===== config.mk =====
export PLATFORM = sky130hd
export DESIGN_NAME = paddle_ctrl_flat
export DESIGN_NICKNAME = d
export VERILOG_FILES = /design/src/rtl/pong_pkg.sv /design/src/rtl/paddle_ctrl_if.sv /design/src/rtl/paddle_channel.sv /design/src/rtl/paddle_ctrl.sv /design/src/flat_wrapper.sv
export SDC_FILE = /design/constraint.sdc
export NUM_CORES = 1
export LEC_CHECK = 0
export BUFFER_PORTS_ARGS = -buffer_cell sky130_fd_sc_hd__clkbuf_2
export CORE_ASPECT_RATIO = 0.7
export CORE_MARGIN = 4
export CORE_UTILIZATION = 44
export CTS_BUF_LIST = sky130_fd_sc_hd__clkbuf_4 sky130_fd_sc_hd__clkbuf_8 sky130_fd_sc_hd__clkbuf_16
export CTS_CLUSTER_DIAMETER = 50
export DETAILED_ROUTE_END_ITERATION = 12
export SYNTH_ARGS = -nofsm -noshare
export SYNTH_HDL_FRONTEND = slang
export SYNTH_SLANG_ARGS = --single-unit

===== constraint.sdc =====
create_clock -name clk -period 12.4 [get_ports clk]
set_clock_uncertainty 0.05 [all_clocks]
set_input_delay 1.86 -clock clk [delete_from_list [all_inputs] [get_ports clk]]
set_output_delay 1.86 -clock clk [all_outputs]
set_load 0.05 [all_outputs]

===== src/rtl/pong_pkg.sv =====
// rtl/pong_pkg.sv - shared Pong geometry constants and paddle FSM state type
package pong_pkg;

    localparam int SCREEN_H = 480;
    localparam int SCREEN_W = 640;
    localparam int PADDLE_H = 120;
    localparam int PADDLE_W = 10;
    localparam int Y_W      = 10;

    typedef enum logic [1:0] {
        IDLE    = 2'd0,
        MOVE_DN = 2'd1,
        MOVE_UP = 2'd2
    } paddle_st_t;

endpackage


===== src/rtl/paddle_ctrl_if.sv =====
// rtl/paddle_ctrl_if.sv - paddle controller button/ball inputs and position outputs
interface paddle_ctrl_if #(
    parameter int NUM_PADDLES = 2,
    parameter int Y_W         = pong_pkg::Y_W
);

    logic [NUM_PADDLES-1:0]     btn_dn_n;
    logic [NUM_PADDLES-1:0]     btn_up_n;
    logic [NUM_PADDLES-1:0]     auto_en;
    logic [Y_W-1:0]             ball_y;
    logic [NUM_PADDLES*Y_W-1:0] paddle_y;
    logic                       tick;

    modport master (
        output btn_dn_n,
        output btn_up_n,
        output auto_en,
        output ball_y,
        input  paddle_y,
        input  tick
    );

    modport slave (
        input  btn_dn_n,
        input  btn_up_n,
        input  auto_en,
        input  ball_y,
        output paddle_y,
        output tick
    );

endinterface


===== src/rtl/paddle_channel.sv =====
// rtl/paddle_channel.sv - one paddle: button sync, move FSM, acceleration, clamp, auto-track
module paddle_channel
    import pong_pkg::*;
#(
    parameter int Y_W         = 10,
    parameter int Y_MAX       = 360,
    parameter int HALF_H      = 60,
    parameter int Y_INIT      = 180,
    parameter int ACCEL_TICKS = 32,
    parameter int MAX_STEP    = 4,
    parameter int AUTO_STEP   = 2
) (
    input  logic           clk,
    input  logic           reset,
    input  logic           tick_i,
    input  logic           btn_dn_n_i,
    input  logic           btn_up_n_i,
    input  logic           auto_en_i,
    input  logic [Y_W-1:0] ball_y_i,
    output logic [Y_W-1:0] paddle_y_o
);

    localparam int W1  = Y_W + 1;
    localparam int S_W = (MAX_STEP > 1) ? $clog2(MAX_STEP + 1) : 1;
    localparam int H_W = $clog2(ACCEL_TICKS + 1);

    localparam logic [Y_W-1:0] Y_MAX_Y   = Y_W'(Y_MAX);
    localparam logic [W1-1:0]  Y_MAX_X   = W1'(Y_MAX);
    localparam logic [Y_W-1:0] HALF_Y    = Y_W'(HALF_H);
    localparam logic [Y_W-1:0] AUTO_Y    = Y_W'(AUTO_STEP);
    localparam logic [S_W-1:0] MAX_S     = S_W'(MAX_STEP);
    localparam logic [H_W:0]   ACCEL_H   = (H_W + 1)'(ACCEL_TICKS);
    localparam logic [S_W-1:0] STEP_ONE  = S_W'(1);

    logic [1:0]     dn_sync_q, up_sync_q;
    logic           auto_prev_q;
    paddle_st_t     state_q, state_d;
    logic [S_W-1:0] step_q, step_d;
    logic [H_W-1:0] hold_q, hold_d;
    logic [Y_W-1:0] y_q, y_d;

    logic dn_req, up_req, auto_edge;

    assign dn_req    = ~dn_sync_q[1];
    assign up_req    = ~up_sync_q[1];
    assign auto_edge = auto_en_i ^ auto_prev_q;

    // two-flop synchronisers for the asynchronous buttons, idle high; auto_en history for edge detect
    always_ff @(posedge clk or negedge reset) begin
        if (!reset) begin
            dn_sync_q   <= 2'b11;
            up_sync_q   <= 2'b11;
            auto_prev_q <= 1'b0;
        end else begin
            dn_sync_q   <= {dn_sync_q[0], btn_dn_n_i};
            up_sync_q   <= {up_sync_q[0], btn_up_n_i};
            auto_prev_q <= auto_en_i;
        end
    end

    // FSM state register
    always_ff @(posedge clk or negedge reset) begin
        if (!reset) begin
            state_q <= IDLE;
        end else begin
            state_q <= state_d;
        end
    end

    // next state: auto mode or a mode change parks the FSM; otherwise buttons decide on tick
    always_comb begin
        state_d = state_q;
        if (auto_edge || auto_en_i) begin
            state_d = IDLE;
        end else if (tick_i) begin
            if (dn_req && !up_req) begin
                state_d = MOVE_DN;
            end else if (up_req && !dn_req) begin
                state_d = MOVE_UP;
            end else begin
                state_d = IDLE;
            end
        end
    end

    // position, step and hold-counter updates for manual and auto-track movement
    always_comb begin
        logic [S_W-1:0] step_eff;
        logic [H_W-1:0] hold_eff;
        logic [H_W:0]   hold_inc;
        logic [W1-1:0]  dn_sum;
        logic [Y_W-1:0] target;
        logic [Y_W-1:0] diff;

        step_d   = step_q;
        hold_d   = hold_q;
        y_d      = y_q;
        step_eff = step_q;
        hold_eff = hold_q;
        hold_inc = '0;
        dn_sum   = '0;
        target   = '0;
        diff     = '0;

        if (auto_edge) begin
            step_d = STEP_ONE;
            hold_d = '0;
        end

        if (auto_en_i) begin
            if (tick_i) begin
                // ball centre aligned to paddle centre, kept on screen
                target = (ball_y_i < HALF_Y) ? '0 : ball_y_i - HALF_Y;
                if (target > Y_MAX_Y) begin
                    target = Y_MAX_Y;
                end
                if (target >= y_q) begin
                    diff = target - y_q;
                    y_d  = (diff <= AUTO_Y) ? target : y_q + AUTO_Y;
                end else begin
                    diff = y_q - target;
                    y_d  = (diff <= AUTO_Y) ? target : y_q - AUTO_Y;
                end
            end
        end else if (!auto_edge && tick_i) begin
            if (state_d == IDLE) begin
                step_d = STEP_ONE;
                hold_d = '0;
            end else begin
                if (state_d != state_q) begin
                    step_eff = STEP_ONE;
                    hold_eff = '0;
                end
                if (state_d == MOVE_DN) begin
                    dn_sum = {1'b0, y_q} + W1'(step_eff);
                    y_d    = (dn_sum > Y_MAX_X) ? Y_MAX_Y : dn_sum[Y_W-1:0];
                end else begin
                    y_d = (y_q >= Y_W'(step_eff)) ? y_q - Y_W'(step_eff) : '0;
                end
                // clamped moves still count toward acceleration
                hold_inc = {1'b0, hold_eff} + 1'b1;
                step_d   = step_eff;
                if (hold_inc >= ACCEL_H) begin
                    if (step_eff < MAX_S) begin
                        step_d = step_eff + 1'b1;
                        hold_d = '0;
                    end else begin
                        hold_d = H_W'(ACCEL_TICKS);
                    end
                end else begin
                    hold_d = hold_inc[H_W-1:0];
                end
            end
        end
    end

    // datapath registers
    always_ff @(posedge clk or negedge reset) begin
        if (!reset) begin
            step_q <= STEP_ONE;
            hold_q <= '0;
            y_q    <= Y_W'(Y_INIT);
        end else begin
            step_q <= step_d;
            hold_q <= hold_d;
            y_q    <= y_d;
        end
    end

    assign paddle_y_o = y_q;

endmodule


===== src/rtl/paddle_ctrl.sv =====
// rtl/paddle_ctrl.sv - movement-tick prescaler and per-channel paddle instances
module paddle_ctrl
    import pong_pkg::*;
#(
    parameter int NUM_PADDLES = 2,
    parameter int Y_W         = pong_pkg::Y_W,
    parameter int SCREEN_H    = pong_pkg::SCREEN_H,
    parameter int PADDLE_H    = pong_pkg::PADDLE_H,
    parameter int Y_INIT      = 180,
    parameter int TICK_DIV    = 125000,
    parameter int ACCEL_TICKS = 32,
    parameter int MAX_STEP    = 4,
    parameter int AUTO_STEP   = 2
) (
    input  logic         clk,
    input  logic         reset,
    paddle_ctrl_if.slave bus
);

    localparam int Y_MAX = SCREEN_H - PADDLE_H;
    localparam int CNT_W = (TICK_DIV > 1) ? $clog2(TICK_DIV) : 1;
    localparam logic [CNT_W-1:0] CNT_LAST = CNT_W'(TICK_DIV - 1);

    logic [CNT_W-1:0]           cnt_q, cnt_d;
    logic                       tick_w;
    logic [NUM_PADDLES*Y_W-1:0] y_pack;

    assign tick_w = (cnt_q == CNT_LAST);

    // prescaler wraps after the tick cycle
    always_comb begin
        cnt_d = tick_w ? '0 : cnt_q + 1'b1;
    end

    // prescaler register
    always_ff @(posedge clk or negedge reset) begin
        if (!reset) begin
            cnt_q <= '0;
        end else begin
            cnt_q <= cnt_d;
        end
    end

    for (genvar k = 0; k < NUM_PADDLES; k++) begin : g_ch
        paddle_channel #(
            .Y_W        (Y_W),
            .Y_MAX      (Y_MAX),
            .HALF_H     (PADDLE_H / 2),
            .Y_INIT     (Y_INIT),
            .ACCEL_TICKS(ACCEL_TICKS),
            .MAX_STEP   (MAX_STEP),
            .AUTO_STEP  (AUTO_STEP)
        ) u_ch (
            .clk       (clk),
            .reset     (reset),
            .tick_i    (tick_w),
            .btn_dn_n_i(bus.btn_dn_n[k]),
            .btn_up_n_i(bus.btn_up_n[k]),
            .auto_en_i (bus.auto_en[k]),
            .ball_y_i  (bus.ball_y),
            .paddle_y_o(y_pack[k*Y_W +: Y_W])
        );
    end

    assign bus.paddle_y = y_pack;
    assign bus.tick     = tick_w;

endmodule


===== src/flat_wrapper.sv =====
// flat-port wrapper written by rule: the top's interface ports become plain ports
module paddle_ctrl_flat import pong_pkg::*;
#(
    parameter int NUM_PADDLES = 2,
    parameter int Y_W         = pong_pkg::Y_W,
    parameter int SCREEN_H    = pong_pkg::SCREEN_H,
    parameter int PADDLE_H    = pong_pkg::PADDLE_H,
    parameter int Y_INIT      = 180,
    parameter int TICK_DIV    = 125000,
    parameter int ACCEL_TICKS = 32,
    parameter int MAX_STEP    = 4,
    parameter int AUTO_STEP   = 2
)
  (clk, reset, bus_btn_dn_n, bus_btn_up_n, bus_auto_en, bus_ball_y, bus_paddle_y, bus_tick);
  paddle_ctrl_if #(.NUM_PADDLES(NUM_PADDLES), .Y_W(Y_W)) bus_i ();
  input  logic clk;
  input  logic reset;
  input wire logic [$bits(bus_i.btn_dn_n)-1:0] bus_btn_dn_n;
  input wire logic [$bits(bus_i.btn_up_n)-1:0] bus_btn_up_n;
  input wire logic [$bits(bus_i.auto_en)-1:0] bus_auto_en;
  input wire logic [$bits(bus_i.ball_y)-1:0] bus_ball_y;
  output wire logic [$bits(bus_i.paddle_y)-1:0] bus_paddle_y;
  output wire logic [$bits(bus_i.tick)-1:0] bus_tick;
  assign bus_i.btn_dn_n = bus_btn_dn_n;
  assign bus_i.btn_up_n = bus_btn_up_n;
  assign bus_i.auto_en = bus_auto_en;
  assign bus_i.ball_y = bus_ball_y;
  assign bus_paddle_y = bus_i.paddle_y;
  assign bus_tick = bus_i.tick;
  paddle_ctrl #(.NUM_PADDLES(NUM_PADDLES), .Y_W(Y_W), .SCREEN_H(SCREEN_H), .PADDLE_H(PADDLE_H), .Y_INIT(Y_INIT), .TICK_DIV(TICK_DIV), .ACCEL_TICKS(ACCEL_TICKS), .MAX_STEP(MAX_STEP), .AUTO_STEP(AUTO_STEP)) u_core (.clk(clk), .reset(reset), .bus(bus_i));
endmodule

==> impl_results.md, run 1 <==
- Status: completed
- Vias: between 8,000 and 9,000
- CTS-repair resized insts: 0
- VDD IR-drop max: about 0.06 mV
- Initial drt markers: approximately 960
- Cells after Synth: 1,021
- Share of layout cells above drive strength 1: under 10%
- FF+latch count, synth: between 60 and 70
- Max-Slew Margin vs Limit: a little over a quarter
- CP max FO: 11
- Clock sink count: just under 70
- Die Ht: roughly 120 um
- Slew @ Worst Pin: 1.09 ns
- Fin. Hold Viols: 0
- Root Buffer: clkbuf_16
- Initial antenna violation count: 0
- Final setup TNS: 0 ns
- Post-DP HPWL: around 19,000 um
- Post-CTS Setup Inserts: 0
- Area of the core: 17,400 um^2
- Die area: between 20,000 and 25,000 um^2
- Power Dens Cells: about 83 nW/um^2
- Yosys warns: 0
- Synthesized cell area: between 7000 and 8000 um^2
- Clk Latency, worst-skew pair: roughly 0.33 ns
- Final worst-path cycle share: a little under three fifths
- Pre-CTS WS: a little over 5 ns
- Critical path endpoint category: flip-flop
- TritonCTS buffer count: 9
- IO Pins: 39
- Starting Density: a little under half
- DRC: 0
- Worst EP required: 12.55 ns
- Routed length per placed instance: between 15 and 20 um
- Row count: 40
- Final setup violation count: 0
- Min-Delay Path Class: flip-flop to flip-flop
- CTS max path bufs: 2
- Worst r2r src: u_core.cnt_q[0]
- Data arrival, critical path: between 7 and 8 ns
- Chip Width: 168 um
- Mean post-synth cell area: about 7.8 um^2
- Final setup margin: 5.51 ns
- Distinct cells, synth: 78
- Hold Path Origin: u_core.g_ch[0].u_ch.up_sync_q[0]
- Sequential area share after synthesis: about 22%
- Async S/R FF share, synth: 100%
- Fillers: 1,676
- Sink of the worst hold path: u_core.g_ch[0].u_ch.up_sync_q[1]
- CTS tree: yes
- Final Critical Period: between 6 and 7 ns
- Hold Buf Count CTS: 0
- WHS: 0.296 ns
- Post-synth EDFFs: 0
- CTS clock-pin slew for the worst setup and hold paths: roughly 0.06 ns
- Flop2flop setup slack: between 6 and 7 ns
- Antenna Nets Post-Route: 0
- LEAKAGE: 3.62 nW
- Total power draw: around 0.00071 W
- Max Slew Vio Count: 0
- Global-route wire length before repair: ~41,000 um
- GRT Total Usage: between 20% and 30%
- Worst Reg-to-Reg Cells: 18
- Via density: approximately 6.4
- Synth Flop Type: dfrtp_1
- Hold depth: 0
- Reg2reg end: u_core.g_ch[0].u_ch.paddle_y_o[0]
- Max cap viols: 0
- WL final: 24,800 um
- Pin count of the biggest net entering global routing: 70
- Number of diodes: 0
- Final #Nets: ~1,100
- Vias in the first global route: 7,475
- Max Freq: about 150 MHz
- 1st-pass router iterations: 5
- Area delta synth->final: 8.58%
- Buffers on Ports: 38
- WS Path Type: input pin to flip-flop
- Critical Path Start Type: input pin
- H-tree depth: 3
- GPL Wtd Cong: around 0.94
- Total gr overflow: 0
- RSZ-0062 raised after global routing: no
-- synth_stat cells, drive strengths merged (9+ instances only) --
master  count  area, um^2
dfstp      18         473
clkbuf     44         165
nor3       30         155
nor2       84         315
nor4       14        87.6
nand3      34         175
o22ai       9        56.3
nand2b     15        93.8
inv        61         229
or3        11        68.8
a211oi     12        95.1
xnor2      43         377
a31oi       9        56.3
a21oi      79         395
ha         62         776
o211ai     16         120
nand2      87         327
nor2b      15        93.8
mux2i      14         140
and2       11        68.8
and3       17         108
xor2       16         140
o221ai     10        87.6
nand4      15        93.8
o21ai      59         295
o31ai      17         133
a21o       11        82.6
o21a       12        97.6
a22o       12         105
dfrtp      51        1280
-- metrics by stage --
step           utilization, %  std cells  cell area (um^2)
2_1_floorplan               -       1022              7920
3_3_place_gp             47.5       1251              8270
3_5_place_dp             47.5       1251              8270
4_1_cts                  49.4       1267              8600
5_1_grt                  49.4       1267              8600
6_report                 49.4       1267              8600
-- report_power, final --
part           switching, W  internal (W)  leakage (nW)
sequential       0.00000717      0.000231         0.859
clock              0.000101      0.000181         0.153
combinational      0.000122     0.0000696          2.60
-- registers in the layout, indices dropped and copies added (netlist names) --
name,flops
u_core.g_ch.u_ch.paddle_y_o,20
u_core.g_ch.u_ch.state_q,4
u_core.g_ch.u_ch.dn_sync_q,4
u_core.g_ch.u_ch.hold_q,12
u_core.g_ch.u_ch.up_sync_q,4
u_core.g_ch.u_ch.step_q,6
u_core.g_ch.u_ch.auto_prev_q,2
u_core.cnt_q,17
-- layer usage --
layer	global-route usage, %	up-vias	wire [um]
met5	0	-	0
met4	3.75	0	214
met3	7.19	28	2710
met2	33.5	420	9940
met1	38.2	3822	11900
li1	-	3818	-
-- cell families after synthesis --
| group | synth area share (%) |
|---|---|
| compound gates | 29.0 |
| xor+xnor | 6.53 |
| fa+ha+maj | 11.8 |
| buf+inv | 5.44 |
| flops | 22.1 |
| mux | 2.24 |
| other cells | 0.0474 |
| simple gates | 22.8 |
-- area by class of cell --
type,instances,area (um^2),area share [%]
clock inverter,5,83.8,0.975
tap,231,289,3.36
multi-input combinational,841,5740,66.8
clock buffer,11,240,2.79
inverter,64,240,2.79
timing repair buffer,46,253,2.94
sequential,69,1750,20.3
-- worst max-delay path by stage --
stage                         from  slack, ns                           endpoint  cells after the start
floorplan            bus_ball_y[2]       6.34  u_core.g_ch[1].u_ch.paddle_y_o[6]                     21
global placement    bus_auto_en[0]       5.20  u_core.g_ch[0].u_ch.paddle_y_o[0]                     17
detailed placement  bus_auto_en[0]       5.20  u_core.g_ch[0].u_ch.paddle_y_o[0]                     17
CTS                 bus_auto_en[0]       5.53  u_core.g_ch[0].u_ch.paddle_y_o[0]                     17
global route        bus_auto_en[0]       4.85  u_core.g_ch[0].u_ch.paddle_y_o[7]                     17
finish              bus_auto_en[0]       5.51  u_core.g_ch[0].u_ch.paddle_y_o[0]                     17
-- worst max-delay path, stage by stage --
cell and delay, ns:
clkbuf_2 0.20, clkinv_1 0.28, ha_1 0.38, o21ai_0 0.11
a22oi_1 0.08, o21ai_0 0.82, nand2_1 0.35, fa_1 0.59
o21ba_2 0.26, nor2_1 0.37, a41oi_1 0.17, o2111a_1 0.16
o32ai_1 0.52, a21oi_1 0.28, a21oi_1 0.31, o221a_2 0.25
a311oi_1 0.05
-- layout by cell type (no fill, tap or decap), types with 12 or more instances in the layout --
master,n
nand2_1,87
nor2_1,84
a21oi_1,79
ha_1,62
inv_1,61
o21ai_0,56
dfrtp_1,51
xnor2_1,43
clkbuf_2,37
nand3_1,33
nor3_1,29
dfstp_2,18
and3_1,16
xor2_1,16
o31ai_1,16
o211ai_1,16
nand4_1,15
nand2b_1,15
nor2b_1,15
nor4_1,14
mux2i_1,14
a22o_1,12
Note: power is estimated with default switching activity, not from simulation.
==> run 2, diff against run 1 <==
==> constraint.sdc (replaced) <==
create_clock -name clk -period 6.1 [get_ports clk]
set_clock_uncertainty 0.05 [all_clocks]
set_input_delay 0.915 -clock clk [delete_from_list [all_inputs] [get_ports clk]]
set_output_delay 0.915 -clock clk [all_outputs]
set_load 0.05 [all_outputs]
==> impl_results.md, run 2 (synthesis results as in run 1) <==
- IO Pins: 39 (unchanged)
- Final worst-path cycle share: between 90 and 100%
- CTS clock-pin slew for the worst setup and hold paths: 0.06 ns (about the same)
- Area delta synth->final: 9.85%
- Buffers on Ports: 38 (unchanged)
- CTS max path bufs: 2 (unchanged)
- Max Slew Vio Count: 0 (unchanged)
- Total gr overflow: 0 (unchanged)
- Area of the core: 17,400 um^2 (unchanged)
- Initial drt markers: 981 (+1.9%)
- Row count: 40 (unchanged)
- GRT Total Usage: 23.9% (-0.56 points)
- Vias: 8,031 (-0.70%)
- VDD IR-drop max: 0.0976 mV (+63%)
- Root Buffer: clkbuf_16
- Data arrival, critical path: 5.87 ns (-1.17 ns)
- Slowest-stage cell, CP: and4_1
- WS Path Type: input pin to flip-flop
- Critical Path Start Type: input pin
- Most frequent cells in the layout: nand2_1 (87), nor2_1 (84), a21oi_1 (79)
- Final Critical Period: around 5.7 ns
- Hold Buf Count CTS: 0 (unchanged)
- Slew @ Worst Pin: 0.899 ns (-0.193 ns)
- Pre-CTS WS: 0.214 ns (-4.98 ns)
- Power Dens Cells: 163 nW/um^2 (+96%)
- Flop2flop setup slack: 0.77 ns (-6.01 ns)
- Final setup margin: 0.421 ns (-5.09 ns)
- Status: completed
- Post-DP HPWL: 18,800 um (+0.27%)
- RSZ-0062 raised after global routing: no
- H-tree depth: 3 (unchanged)
- Most common cell after layout, fill and taps aside: nand2_1
- Via density: 6.25 (-2.0%)
- Final setup TNS: 0 ns (unchanged)
- Max reg flops: 20 (unchanged)
- Max-Slew Margin vs Limit: 40.1% (+14 points)
- Crit-path cells: clkbuf_2 -> ha_1 -> nand3_2 -> a211oi_2 -> a22o_1 -> o22ai_1 -> a21oi_1 -> nand2_1 -> inv_1 -> ha_1 -> nor2b_1 -> o21a_1 -> or3_1 -> a2111oi_0 -> and4_1 -> nor2_1 -> a21o_1 -> a22o_1 -> a311oi_1
- Starting Density: 45.5% (unchanged)
- Design Area, Final: 8700 um^2 (+1.2%)
- Share of layout cells above drive strength 1: 11.0% (+1.5 points)
- 1st-pass router iterations: 5 (unchanged)
- CP max FO: 13 (+2)
- LEAKAGE: 3.69 nW (+2.0%)
- Vias in the first global route: 7,212 (-3.5%)
- Number of diodes: 0 (unchanged)
- CP max stage delay: 0.59 ns (-0.23 ns)
- Final #Nets: 1,136 (+1.5%)
- Max Freq: ~180 MHz
- Clock sink count: 69 (unchanged)
- Critical path endpoint category: flip-flop
- TritonCTS buffer count: 9 (unchanged)
- Placed Cells: 1,268 (+1.4%)
- Fillers: 1,695 (+1.1%)
- Worst EP required: 6.29 ns (-6.26 ns)
- Pin count of the biggest net entering global routing: 70 (unchanged)
- Global-route wire length before repair: 39,500 um (-3.2%)
- GPL Wtd Cong: 0.947 (+1.1%)
- WL final: 24,700 um (-0.27%)
- Min-Delay Path Class: flip-flop to flip-flop
- Chip Width: 168 um (unchanged)
- Die area: 20,200 um^2 (unchanged)
- Antenna Nets Post-Route: 0 (unchanged)
- CTS-repair resized insts: 0 (unchanged)
- Non-Filler Instances: 1,284 (+1.3%)
- CTS tree: yes
- Post-CTS Setup Inserts: 0 (unchanged)
- Clk Latency, worst-skew pair: 0.34 ns (about the same)
- Final setup violation count: 0 (unchanged)
- Max cap viols: 0 (unchanged)
- Die Ht: 120 um (unchanged)
- Initial antenna violation count: 0 (unchanged)
- DRC: 0 (unchanged)
- Placed instance area: 8400 um^2 (+1.5%)
- Fin. Hold Viols: 0 (unchanged)
- Fin util: 49.9% (+0.57 points)
- Routed length per placed instance: 19.3 um (-1.6%)
## run 2: worst max-delay path, delay by kind of cell
kind	cells	cell delay, ns
compound gates	9	2.31
simple gates	6	1.46
fa+ha+maj	2	0.61
buf+inv	2	0.54
## run 2: path summary, 6_finish.rpt
check / startpoint / to / cells after the start
setup / recovery: bus_ball_y[2] / u_core.g_ch[0].u_ch.paddle_y_o[4] / 19
hold / removal: u_core.g_ch[0].u_ch.up_sync_q[0] / u_core.g_ch[0].u_ch.up_sync_q[1] / 0
setup reg to reg: u_core.cnt_q[0] / u_core.g_ch[1].u_ch.paddle_y_o[4] / 19
hold reg to reg: u_core.g_ch[0].u_ch.up_sync_q[0] / u_core.g_ch[0].u_ch.up_sync_q[1] / 0
max in group asynchronous: reset / u_core.cnt_q[10] / 1
min in group asynchronous: reset / u_core.g_ch[1].u_ch.step_q[1] / 1
## run 2: layer usage
layer / track usage [%] / vias up / routed length (um)
met3: 5.07 / 23 / 2480
met5: 0 / - / 0
met2: 32.7 / 400 / 9690
met4: 3.50 / 0 / 201
met1: 38.7 / 3771 / 12400
li1: - / 3837 / -
## run 2: through the flow
| step | hold WS, ns | power (W) |
|---|---|---|
| 2_1_floorplan | 0.295 | 0.000763 |
| 5_1_grt | 0.312 | 0.00149 |
| 3_5_place_dp | 0.297 | 0.000880 |
| 6_report | 0.305 | 0.00141 |
| 4_1_cts | 0.305 | 0.00142 |
| 3_3_place_gp | 0.296 | 0.000883 |
## run 2: cell type report
cell class | instances | area (um^2) | area share (%)
flip-flops and latches | 69 | 1750 | 20.1
well taps | 231 | 289 | 3.32
clock buffers | 10 | 233 | 2.68
multi-input cells | 841 | 5740 | 66.0
repair buffers | 63 | 380 | 4.37
clock inverters | 6 | 63.8 | 0.734
inverters | 64 | 240 | 2.76
## run 2: where the power goes
group / internal [W] / leakage [nW] / switching, W / total [W]
logic: 0.000150 / 2.69 / 0.000250 / 0.000401
registers: 0.000469 / 0.859 / 0.0000151 / 0.000484
clock network: 0.000321 / 0.142 / 0.000208 / 0.000529
total: 0.000941 / 3.69 / 0.000473 / 0.00141
